### src/rtl/uart_rx_param_pkg.sv
// ---------------------------------------------------------------------------
// uart_pkg -- shared definitions for the parameterised UART receiver.
//
// Purpose : receiver FSM state type, bit-timing derivation from the clock
//           and baud rate, and the legal ranges of the receiver parameters.
// Ports   : none (package).
// Config  : UART_RX_PARITY_EN (consumed by the receiver, not by this file).
// ---------------------------------------------------------------------------
package uart_pkg;

    typedef enum logic [2:0] {
        IDLE,
        START,
        DATA,
        PARITY,
        STOP
    } rx_state_e;

    localparam int unsigned DATA_BITS_MIN  = 5;
    localparam int unsigned DATA_BITS_MAX  = 8;
    localparam int unsigned STOP_BITS_MIN  = 1;
    localparam int unsigned STOP_BITS_MAX  = 2;
    localparam int unsigned FIFO_DEPTH_MIN = 2;

    // Clock cycles per bit on the wire.
    function automatic int unsigned symbolEdgeTime(input int unsigned clockFreq,
                                                   input int unsigned baudRate);
        return clockFreq / baudRate;
    endfunction

    // Offset of the mid-bit sample point within one bit period.
    function automatic int unsigned sampleTime(input int unsigned clockFreq,
                                               input int unsigned baudRate);
        return symbolEdgeTime(clockFreq, baudRate) / 2;
    endfunction

    function automatic bit isPow2(input int unsigned value);
        return (value != 0) && ((value & (value - 1)) == 0);
    endfunction

endpackage

### src/rtl/uart_rx_param_if.sv
// ---------------------------------------------------------------------------
// uart_rx_param_if -- line and consumer-side signals of the UART receiver.
//
// Purpose : bundles the serial line, the receive-FIFO head handshake and the
//           status flags into one port.
// Signals : serial_in      UART line, idle high
//           data_out       head-of-FIFO character
//           data_out_valid FIFO not empty
//           data_out_ready consumer takes the head entry
//           frame_err      head entry had a low stop bit
//           parity_err     head entry failed parity
//           overrun        sticky: a character was dropped
//           overrun_clr    clears overrun
// Modports: master = receiver, slave = line driver / consumer.
// Config  : UART_RX_PARITY_EN affects only the receiver behind this port.
// ---------------------------------------------------------------------------
interface uart_rx_param_if #(
    parameter int unsigned DATA_BITS = 8
);

    logic                 serial_in;
    logic [DATA_BITS-1:0] data_out;
    logic                 data_out_valid;
    logic                 data_out_ready;
    logic                 frame_err;
    logic                 parity_err;
    logic                 overrun;
    logic                 overrun_clr;

    modport master (
        input  serial_in,
        input  data_out_ready,
        input  overrun_clr,
        output data_out,
        output data_out_valid,
        output frame_err,
        output parity_err,
        output overrun
    );

    modport slave (
        output serial_in,
        output data_out_ready,
        output overrun_clr,
        input  data_out,
        input  data_out_valid,
        input  frame_err,
        input  parity_err,
        input  overrun
    );

endinterface

### src/rtl/uart_rx_param_fifo.sv
// ---------------------------------------------------------------------------
// uart_rx_fifo -- small synchronous FIFO holding received characters.
//
// Purpose : DEPTH-entry FIFO (DEPTH a power of two) with an occupancy count.
// Ports   : clk      clock, rising edge
//           rst      synchronous reset, active low
//           push_i   write wdata_i (ignored when full unless popping too)
//           wdata_i  entry to write
//           pop_i    remove head entry (ignored when empty)
//           rdata_o  head entry
//           full_o   DEPTH entries held
//           empty_o  no entries held
// Config  : none.
// ---------------------------------------------------------------------------
module uart_rx_fifo #(
    parameter int unsigned WIDTH = 9,
    parameter int unsigned DEPTH = 4
) (
    input  logic             clk,
    input  logic             rst,
    input  logic             push_i,
    input  logic [WIDTH-1:0] wdata_i,
    input  logic             pop_i,
    output logic [WIDTH-1:0] rdata_o,
    output logic             full_o,
    output logic             empty_o
);

    localparam int unsigned AW = $clog2(DEPTH);
    localparam int unsigned CW = AW + 1;

    logic [WIDTH-1:0] mem_q [DEPTH];
    logic [AW-1:0]    wrPtr_q, wrPtr_d;
    logic [AW-1:0]    rdPtr_q, rdPtr_d;
    logic [CW-1:0]    count_q, count_d;
    logic             doPush;
    logic             doPop;

    assign full_o  = (count_q == CW'(DEPTH));
    assign empty_o = (count_q == '0);
    assign rdata_o = mem_q[rdPtr_q];

    // A pop frees the head slot in the same cycle, so a full FIFO can still
    // accept a push when it is also being popped.
    assign doPop  = pop_i && !empty_o;
    assign doPush = push_i && (!full_o || doPop);

    // Pointers wrap naturally because DEPTH is a power of two.
    always_comb begin
        wrPtr_d = wrPtr_q;
        rdPtr_d = rdPtr_q;
        count_d = count_q;
        if (doPush) begin
            wrPtr_d = wrPtr_q + AW'(1);
        end
        if (doPop) begin
            rdPtr_d = rdPtr_q + AW'(1);
        end
        case ({doPush, doPop})
            2'b10:   count_d = count_q + CW'(1);
            2'b01:   count_d = count_q - CW'(1);
            default: count_d = count_q;
        endcase
    end

    always_ff @(posedge clk) begin
        if (!rst) begin
            wrPtr_q <= '0;
            rdPtr_q <= '0;
            count_q <= '0;
        end else begin
            wrPtr_q <= wrPtr_d;
            rdPtr_q <= rdPtr_d;
            count_q <= count_d;
        end
    end

    // Storage needs no reset: the head is masked by the receiver while empty.
    always_ff @(posedge clk) begin
        if (rst && doPush) begin
            mem_q[wrPtr_q] <= wdata_i;
        end
    end

endmodule

### src/rtl/uart_rx_param.sv
// ---------------------------------------------------------------------------
// uart_rx_param -- parameterised UART receiver with a receive FIFO.
//
// Purpose : oversamples serial_in with the system clock, decodes start,
//           DATA_BITS data bits (LSB first), optional parity and STOP_BITS
//           stop bits, and queues {parity flag, frame flag, data} entries.
// Ports   : clk  clock, rising edge
//           rst  synchronous reset, active low
//           bus  uart_rx_param_if.master (line, FIFO head handshake, flags)
// Config  : UART_RX_PARITY_EN -- when defined a parity bit follows the data
//           bits and parity_err is live; otherwise parity_err is tied 0.
// ---------------------------------------------------------------------------
module uart_rx_param
    import uart_pkg::*;
#(
    parameter int unsigned CLOCK_FREQ = 100_000_000,
    parameter int unsigned BAUD_RATE  = 115_200,
    parameter int unsigned DATA_BITS  = 8,
    parameter int unsigned STOP_BITS  = 1,
    parameter int unsigned PARITY_ODD = 0,
    parameter int unsigned FIFO_DEPTH = 4
) (
    input logic                  clk,
    input logic                  rst,
    uart_rx_param_if.master      bus
);

    localparam int unsigned SYMBOL_EDGE_TIME = symbolEdgeTime(CLOCK_FREQ, BAUD_RATE);
    localparam int unsigned SAMPLE_TIME      = sampleTime(CLOCK_FREQ, BAUD_RATE);
    localparam int unsigned CNT_W            = $clog2(SYMBOL_EDGE_TIME);
    localparam int unsigned BIT_W            = $clog2(DATA_BITS);
`ifdef UART_RX_PARITY_EN
    localparam int unsigned ENTRY_W          = DATA_BITS + 2;
`else
    localparam int unsigned ENTRY_W          = DATA_BITS + 1;
`endif

    if (DATA_BITS < DATA_BITS_MIN || DATA_BITS > DATA_BITS_MAX ||
        STOP_BITS < STOP_BITS_MIN || STOP_BITS > STOP_BITS_MAX ||
        FIFO_DEPTH < FIFO_DEPTH_MIN || !isPow2(FIFO_DEPTH) ||
        PARITY_ODD > 1 || SAMPLE_TIME < 1) begin : gBadParams
        $error("uart_rx_param: illegal parameter combination");
    end

    rx_state_e            state_q, state_d;
    logic                 sync1_q;
    logic                 rx_q;
    logic [CNT_W-1:0]     cnt_q, cnt_d;
    logic [BIT_W-1:0]     bitCnt_q, bitCnt_d;
    logic                 stopCnt_q, stopCnt_d;
    logic [DATA_BITS-1:0] shift_q, shift_d;
    logic                 frame_q, frame_d;
`ifdef UART_RX_PARITY_EN
    logic                 parityErr_q, parityErr_d;
`endif
    logic                 overrun_q, overrun_d;
    logic                 midBit;
    logic                 bitEdge;
    logic                 push;
    logic [ENTRY_W-1:0]   pushWord;
    logic [ENTRY_W-1:0]   headWord;
    logic                 fifoFull;
    logic                 fifoEmpty;

    // Two-flop synchroniser; resets to the idle line level so no false
    // start bit is seen on reset release.
    always_ff @(posedge clk) begin
        if (!rst) begin
            sync1_q <= 1'b1;
            rx_q    <= 1'b1;
        end else begin
            sync1_q <= bus.serial_in;
            rx_q    <= sync1_q;
        end
    end

    assign midBit  = (cnt_q == CNT_W'(SAMPLE_TIME - 1));
    assign bitEdge = (cnt_q == CNT_W'(SYMBOL_EDGE_TIME - 1));

    // Bit-timing counter restarts at every symbol edge. The entry is pushed
    // at the mid-bit sample of the last stop bit and the FSM returns to IDLE
    // immediately, leaving half a bit of slack to catch the next start edge.
    always_comb begin
        state_d     = state_q;
        cnt_d       = cnt_q + CNT_W'(1);
        bitCnt_d    = bitCnt_q;
        stopCnt_d   = stopCnt_q;
        shift_d     = shift_q;
        frame_d     = frame_q;
`ifdef UART_RX_PARITY_EN
        parityErr_d = parityErr_q;
`endif
        push        = 1'b0;
        case (state_q)
            IDLE: begin
                cnt_d = '0;
                if (!rx_q) begin
                    state_d     = START;
                    bitCnt_d    = '0;
                    stopCnt_d   = 1'b0;
                    frame_d     = 1'b0;
`ifdef UART_RX_PARITY_EN
                    parityErr_d = 1'b0;
`endif
                end
            end
            START: begin
                if (midBit && rx_q) begin
                    state_d = IDLE;
                    cnt_d   = '0;
                end else if (bitEdge) begin
                    state_d = DATA;
                    cnt_d   = '0;
                end
            end
            DATA: begin
                if (midBit) begin
                    shift_d = {rx_q, shift_q[DATA_BITS-1:1]};
                end
                if (bitEdge) begin
                    cnt_d = '0;
                    if (bitCnt_q == BIT_W'(DATA_BITS - 1)) begin
                        bitCnt_d = '0;
`ifdef UART_RX_PARITY_EN
                        state_d  = PARITY;
`else
                        state_d  = STOP;
`endif
                    end else begin
                        bitCnt_d = bitCnt_q + BIT_W'(1);
                    end
                end
            end
`ifdef UART_RX_PARITY_EN
            PARITY: begin
                if (midBit) begin
                    parityErr_d = ((^shift_q) ^ rx_q) != (PARITY_ODD != 0);
                end
                if (bitEdge) begin
                    state_d = STOP;
                    cnt_d   = '0;
                end
            end
`endif
            STOP: begin
                if (midBit) begin
                    frame_d = frame_q | ~rx_q;
                    if (stopCnt_q == 1'(STOP_BITS - 1)) begin
                        push    = 1'b1;
                        state_d = IDLE;
                        cnt_d   = '0;
                    end
                end
                if (bitEdge) begin
                    cnt_d     = '0;
                    stopCnt_d = stopCnt_q + 1'b1;
                end
            end
            default: begin
                state_d = IDLE;
                cnt_d   = '0;
            end
        endcase
    end

    always_ff @(posedge clk) begin
        if (!rst) begin
            state_q     <= IDLE;
            cnt_q       <= '0;
            bitCnt_q    <= '0;
            stopCnt_q   <= 1'b0;
            shift_q     <= '0;
            frame_q     <= 1'b0;
`ifdef UART_RX_PARITY_EN
            parityErr_q <= 1'b0;
`endif
        end else begin
            state_q     <= state_d;
            cnt_q       <= cnt_d;
            bitCnt_q    <= bitCnt_d;
            stopCnt_q   <= stopCnt_d;
            shift_q     <= shift_d;
            frame_q     <= frame_d;
`ifdef UART_RX_PARITY_EN
            parityErr_q <= parityErr_d;
`endif
        end
    end

    // frame_d already folds in the stop sample taken in the push cycle.
`ifdef UART_RX_PARITY_EN
    assign pushWord = {parityErr_q, frame_d, shift_q};
`else
    assign pushWord = {frame_d, shift_q};
`endif

    uart_rx_fifo #(
        .WIDTH (ENTRY_W),
        .DEPTH (FIFO_DEPTH)
    ) u_fifo (
        .clk     (clk),
        .rst     (rst),
        .push_i  (push),
        .wdata_i (pushWord),
        .pop_i   (bus.data_out_ready),
        .rdata_o (headWord),
        .full_o  (fifoFull),
        .empty_o (fifoEmpty)
    );

    // A push that the FIFO cannot absorb sets the flag; setting wins over
    // a clear requested in the same cycle.
    always_comb begin
        overrun_d = overrun_q;
        if (push && fifoFull && !bus.data_out_ready) begin
            overrun_d = 1'b1;
        end else if (bus.overrun_clr) begin
            overrun_d = 1'b0;
        end
    end

    always_ff @(posedge clk) begin
        if (!rst) begin
            overrun_q <= 1'b0;
        end else begin
            overrun_q <= overrun_d;
        end
    end

    // Head fields are forced to zero while empty so stale storage never
    // reaches the outputs.
    assign bus.data_out_valid = !fifoEmpty;
    assign bus.data_out       = fifoEmpty ? '0 : headWord[DATA_BITS-1:0];
    assign bus.frame_err      = !fifoEmpty && headWord[DATA_BITS];
`ifdef UART_RX_PARITY_EN
    assign bus.parity_err     = !fifoEmpty && headWord[DATA_BITS+1];
`else
    assign bus.parity_err     = 1'b0;
`endif
    assign bus.overrun        = overrun_q;

endmodule

### src/flat_wrapper.sv
// flat-port wrapper written by rule: the top's interface ports become plain ports
module uart_rx_param_flat import uart_pkg::*;
#(
    parameter int unsigned CLOCK_FREQ = 100_000_000,
    parameter int unsigned BAUD_RATE  = 115_200,
    parameter int unsigned DATA_BITS  = 8,
    parameter int unsigned STOP_BITS  = 1,
    parameter int unsigned PARITY_ODD = 0,
    parameter int unsigned FIFO_DEPTH = 4
)
  (clk, rst, bus_serial_in, bus_data_out_ready, bus_overrun_clr, bus_data_out, bus_data_out_valid, bus_frame_err, bus_parity_err, bus_overrun);
  uart_rx_param_if #(.DATA_BITS(DATA_BITS)) bus_i ();
  input logic clk;
  input logic rst;
  input wire logic [$bits(bus_i.serial_in)-1:0] bus_serial_in;
  input wire logic [$bits(bus_i.data_out_ready)-1:0] bus_data_out_ready;
  input wire logic [$bits(bus_i.overrun_clr)-1:0] bus_overrun_clr;
  output wire logic [$bits(bus_i.data_out)-1:0] bus_data_out;
  output wire logic [$bits(bus_i.data_out_valid)-1:0] bus_data_out_valid;
  output wire logic [$bits(bus_i.frame_err)-1:0] bus_frame_err;
  output wire logic [$bits(bus_i.parity_err)-1:0] bus_parity_err;
  output wire logic [$bits(bus_i.overrun)-1:0] bus_overrun;
  assign bus_i.serial_in = bus_serial_in;
  assign bus_i.data_out_ready = bus_data_out_ready;
  assign bus_i.overrun_clr = bus_overrun_clr;
  assign bus_data_out = bus_i.data_out;
  assign bus_data_out_valid = bus_i.data_out_valid;
  assign bus_frame_err = bus_i.frame_err;
  assign bus_parity_err = bus_i.parity_err;
  assign bus_overrun = bus_i.overrun;
  uart_rx_param #(.CLOCK_FREQ(CLOCK_FREQ), .BAUD_RATE(BAUD_RATE), .DATA_BITS(DATA_BITS), .STOP_BITS(STOP_BITS), .PARITY_ODD(PARITY_ODD), .FIFO_DEPTH(FIFO_DEPTH)) u_core (.clk(clk), .rst(rst), .bus(bus_i));
endmodule
### config.mk
export PLATFORM = sky130hd
export DESIGN_NAME = uart_rx_param_flat
export DESIGN_NICKNAME = d
export VERILOG_FILES = /design/src/rtl/uart_rx_param_pkg.sv /design/src/rtl/uart_rx_param_if.sv /design/src/rtl/uart_rx_param_fifo.sv /design/src/rtl/uart_rx_param.sv /design/src/flat_wrapper.sv
export SDC_FILE = /design/constraint.sdc
export NUM_CORES = 1
export LEC_CHECK = 0
export CAP_MARGIN = 10
export CORE_MARGIN = 8
export CORE_UTILIZATION = 60
export DETAILED_ROUTE_END_ITERATION = 7
export DONT_BUFFER_PORTS = 1
export GPL_TIMING_DRIVEN = 0
export PLACE_DENSITY_LB_ADDON = 0.2
export SLEW_MARGIN = 20
export SYNTH_ARGS = -nofsm -noshare
export SYNTH_HDL_FRONTEND = slang
export SYNTH_HIERARCHICAL = 1
export SYNTH_SLANG_ARGS = --single-unit
### constraint.sdc
create_clock -name clk -period 3 [get_ports clk]
set_input_delay 0.9 -clock clk [delete_from_list [all_inputs] [get_ports clk]]
set_output_delay 0.9 -clock clk [all_outputs]
set_load 0.01 [all_outputs]
==> results.cfg <==
[run_status]
status = completed

[yosys]
synth_area_leader_cell = edfxtp_1
synthTopCellsByArea = edfxtp_1 33%, dfxtp_1 23%, mux4_2 6.1%, nor2b_1 3.8%, ha_1 3.0%
yosys_warnings = 6
syn-num-nets = 287
synth.distinct_cells = 56
async_reset_ff_share_pct = 0
netlist_area_sq_um = 3323
syn_inst = 273
yosysMostFrequentCell = dfxtp_1
synth-edff-count = 36
ys_ff_latch = 74
syn_avg_cell_area_sq_um = 12.17
synthTopCellsByCount = 38 x dfxtp_1, 36 x edfxtp_1, 25 x nor2_1, 20 x nor2b_1, 16 x nand2_1
synth_top_area_share_pct = 32.53
synthFlopType = dfxtp_1
synth_seq_area_share_pct = 55.42

[finish]
syn_to_final_growth_pct = 7.831
diodes = 0
fillers = 413
fin_area_sq_um = 3583
drive_above_1_share_pct = 15.57
final_nets = 298

[clock_tree]
clock_latency_ns = 0.34
clockBufferDepth = 2
cts.sinks = 74
numCtsBuffers = 9
hold_buffers = 0
cts_tree = yes
cts_setup_buffers = 0
htreeDepth = 3
ctsRootBufferMaster = clkbuf_8
ctsResizeCount = 0
cts.clk_slew.worst_paths_ns = 0.07

[detailed_routing]
antenna_left = 0
wirelength_um = 5700
num_vias = 2034
drt_iter0_markers = 147
wl_per_cell_um = 15.79
vias_per_cell = 5.634
dr.pass1.iters = 4
drc = 0

[global_route]
busiest_layer = met2
grt_usage_pct = 14.98
grt_max_degree = 16
grt_use_met2_pct = 24.42
grt_pass1_vias = 1984
grt_pass1_wl_um = 9777
overflow = 0
met3_usage_pct = 3.574
grt_use_met1_pct = 17.97
grt_antenna_before_repair = 0

[sta]
slew_violations = 0
whs_ns = 0.4136
fmax_ghz = 0.3514
finalCritPeriodShare_pct = 94.87
fin_crit_ns = 2.846
setup_violations = 0
worstMarginPinSlew_ns = 0.7018
fin_skew_ns = 0.005260
hold_violations = 0
relSlewSlack_pct = 52.96
tns_ns = 0

[worst_setup_path]
worstSetupPathType = flop to flop
cp_max_fo = 9
crit_buf_inv = 2
path_cells = or3b_4 -> or3_4 -> nor3_2 -> buf_4 -> inv_1 -> a31oi_4 -> and3_1
critical_path_required_ns = 2.99
cp_data_arrival_time_ns = 2.83
worst_setup_path_start_kind = flop
end_kind = flop
cpPeakStageDelay_ns = 0.48
crit_family = simple AND/OR/NAND/NOR gates
crit_slowest_cell = and3_1

[placement]
place.gp.congestion = 0.8628
placed_cell_area_sq_um = 3413
io_buffers = 0
hpwl_um = 4068

[floorplan]
die_x_um = 90.42
dieArea_sq_um = 8176
rows = 27
initial_core_util_pct = 61.10
die_h_um = 90.42
fp.coreArea_sq_um = 5439
ios = 17

[pwr]
power_density_nw_per_um2 = 537.7
vdd_ir_drop_max_uv = 402.0
leakagePower_nw = 1.246

[run]
drv_cap = 0

[min_path]
hold_class = flop to flop
-- power breakdown --
part / total [mW] / leakage (nW) / internal [mW] / switching (mW)
Combinational: 0.192 / 0.515 / 0.0659 / 0.126
Sequential: 1.09 / 0.650 / 1.07 / 0.0224
Clock: 0.645 / 0.0811 / 0.298 / 0.348
-- stage by stage --
step / total power, mW / worst slack (ns) / util, % / std cells
after detailed placement: 1.302 / 0.1212 / 62.76 / 345
after global routing: 2.027 / -0.0008364 / 65.88 / 361
after global placement: 1.299 / 0.1447 / 62.76 / 345
after floorplan: 1.263 / 0.4837 / - / 273
after CTS: 1.943 / 0.08455 / 65.72 / 361
final: 1.927 / 0.1540 / 65.88 / 361
-- placed cells by master, fill, tap and decap left out, types with 5 or more instances in the layout --
cell | synthesis | routed
dfxtp_1 | 38 | 38
edfxtp_1 | 36 | 36
nor2_1 | 25 | 25
nor2b_1 | 20 | 20
nand2_1 | 16 | 16
inv_1 | 12 | 12
mux2i_1 | 10 | 10
clkbuf_8 | 0 | 9
mux4_2 | 9 | 9
ha_1 | 8 | 8
xnor2_1 | 7 | 7
clkbuf_1 | 3 | 5
nand2b_1 | 5 | 5
and3_1 | 8 | 5
xor2_1 | 5 | 5
-- cells by family after synthesis --
kind of cell	synth area share [%]
fa+ha+maj	3.615
xor+xnor	3.163
simple gates	18.11
other cells	0.1128
compound gates	7.191
buf+inv	2.936
mux	9.450
flops	55.42
-- area by class of cell --
type	instances	area (sq um)	area share (%)
inverter	12	45.04	1.257
tap	72	90.09	2.514
clock buffer	11	131.4	3.666
clock inverter	5	30.03	0.8380
sequential	74	1842	51.40
multi-input combinational	177	1393	38.86
buffer	10	52.55	1.466
-- worst register-to-register path: cells and delay by family (launching register included) --
family | cells | cell delay [ns]
buf+inv | 2 | 0.29
flops | 1 | 0.39
compound gates | 1 | 0.22
simple gates | 4 | 1.60
-- path summary, 6_finish.rpt --
kind | startpoint | end | slack (ns) | cells past startpoint
worst min register to register | u_core/sync1_q$_SDFF_PN1_ | u_core/rx_q$_SDFF_PN1_ | 0.41 | 1
worst max register to register | u_core/cnt_q[8]$_SDFF_PN0_ | u_core/u_fifo/mem_q[2][4]$_DFFE_PP_ | 0.15 | 7
worst max-delay path | u_core/cnt_q[8]$_SDFF_PN0_ | u_core/u_fifo/mem_q[2][4]$_DFFE_PP_ | 0.15 | 7
worst min-delay path | u_core/sync1_q$_SDFF_PN1_ | u_core/rx_q$_SDFF_PN1_ | 0.41 | 1
-- state kept, by name (all words and copies together) (netlist names), 2 cells and up, named ones only --
register and flops:
u_core/state_q 3, u_core/bitCnt_q 3, u_core/cnt_q 10, u_core/u_fifo/count_q 3, u_core/u_fifo/wrPtr_q 2, u_core/shift_q 8
u_core/u_fifo/mem_q 36, u_core/u_fifo/rdPtr_q 2
-- layer usage --
layer  vias to the layer above  routed length [um]  share of wire, %
met1                       983                2513                44
met5                         -                   0                 0
li1                        999                   -                 -
met3                        11                 220               3.9
met4                         0                 113               2.0
met2                        41                2852                50
No activity file was read; power rests on OpenSTA's default activity.
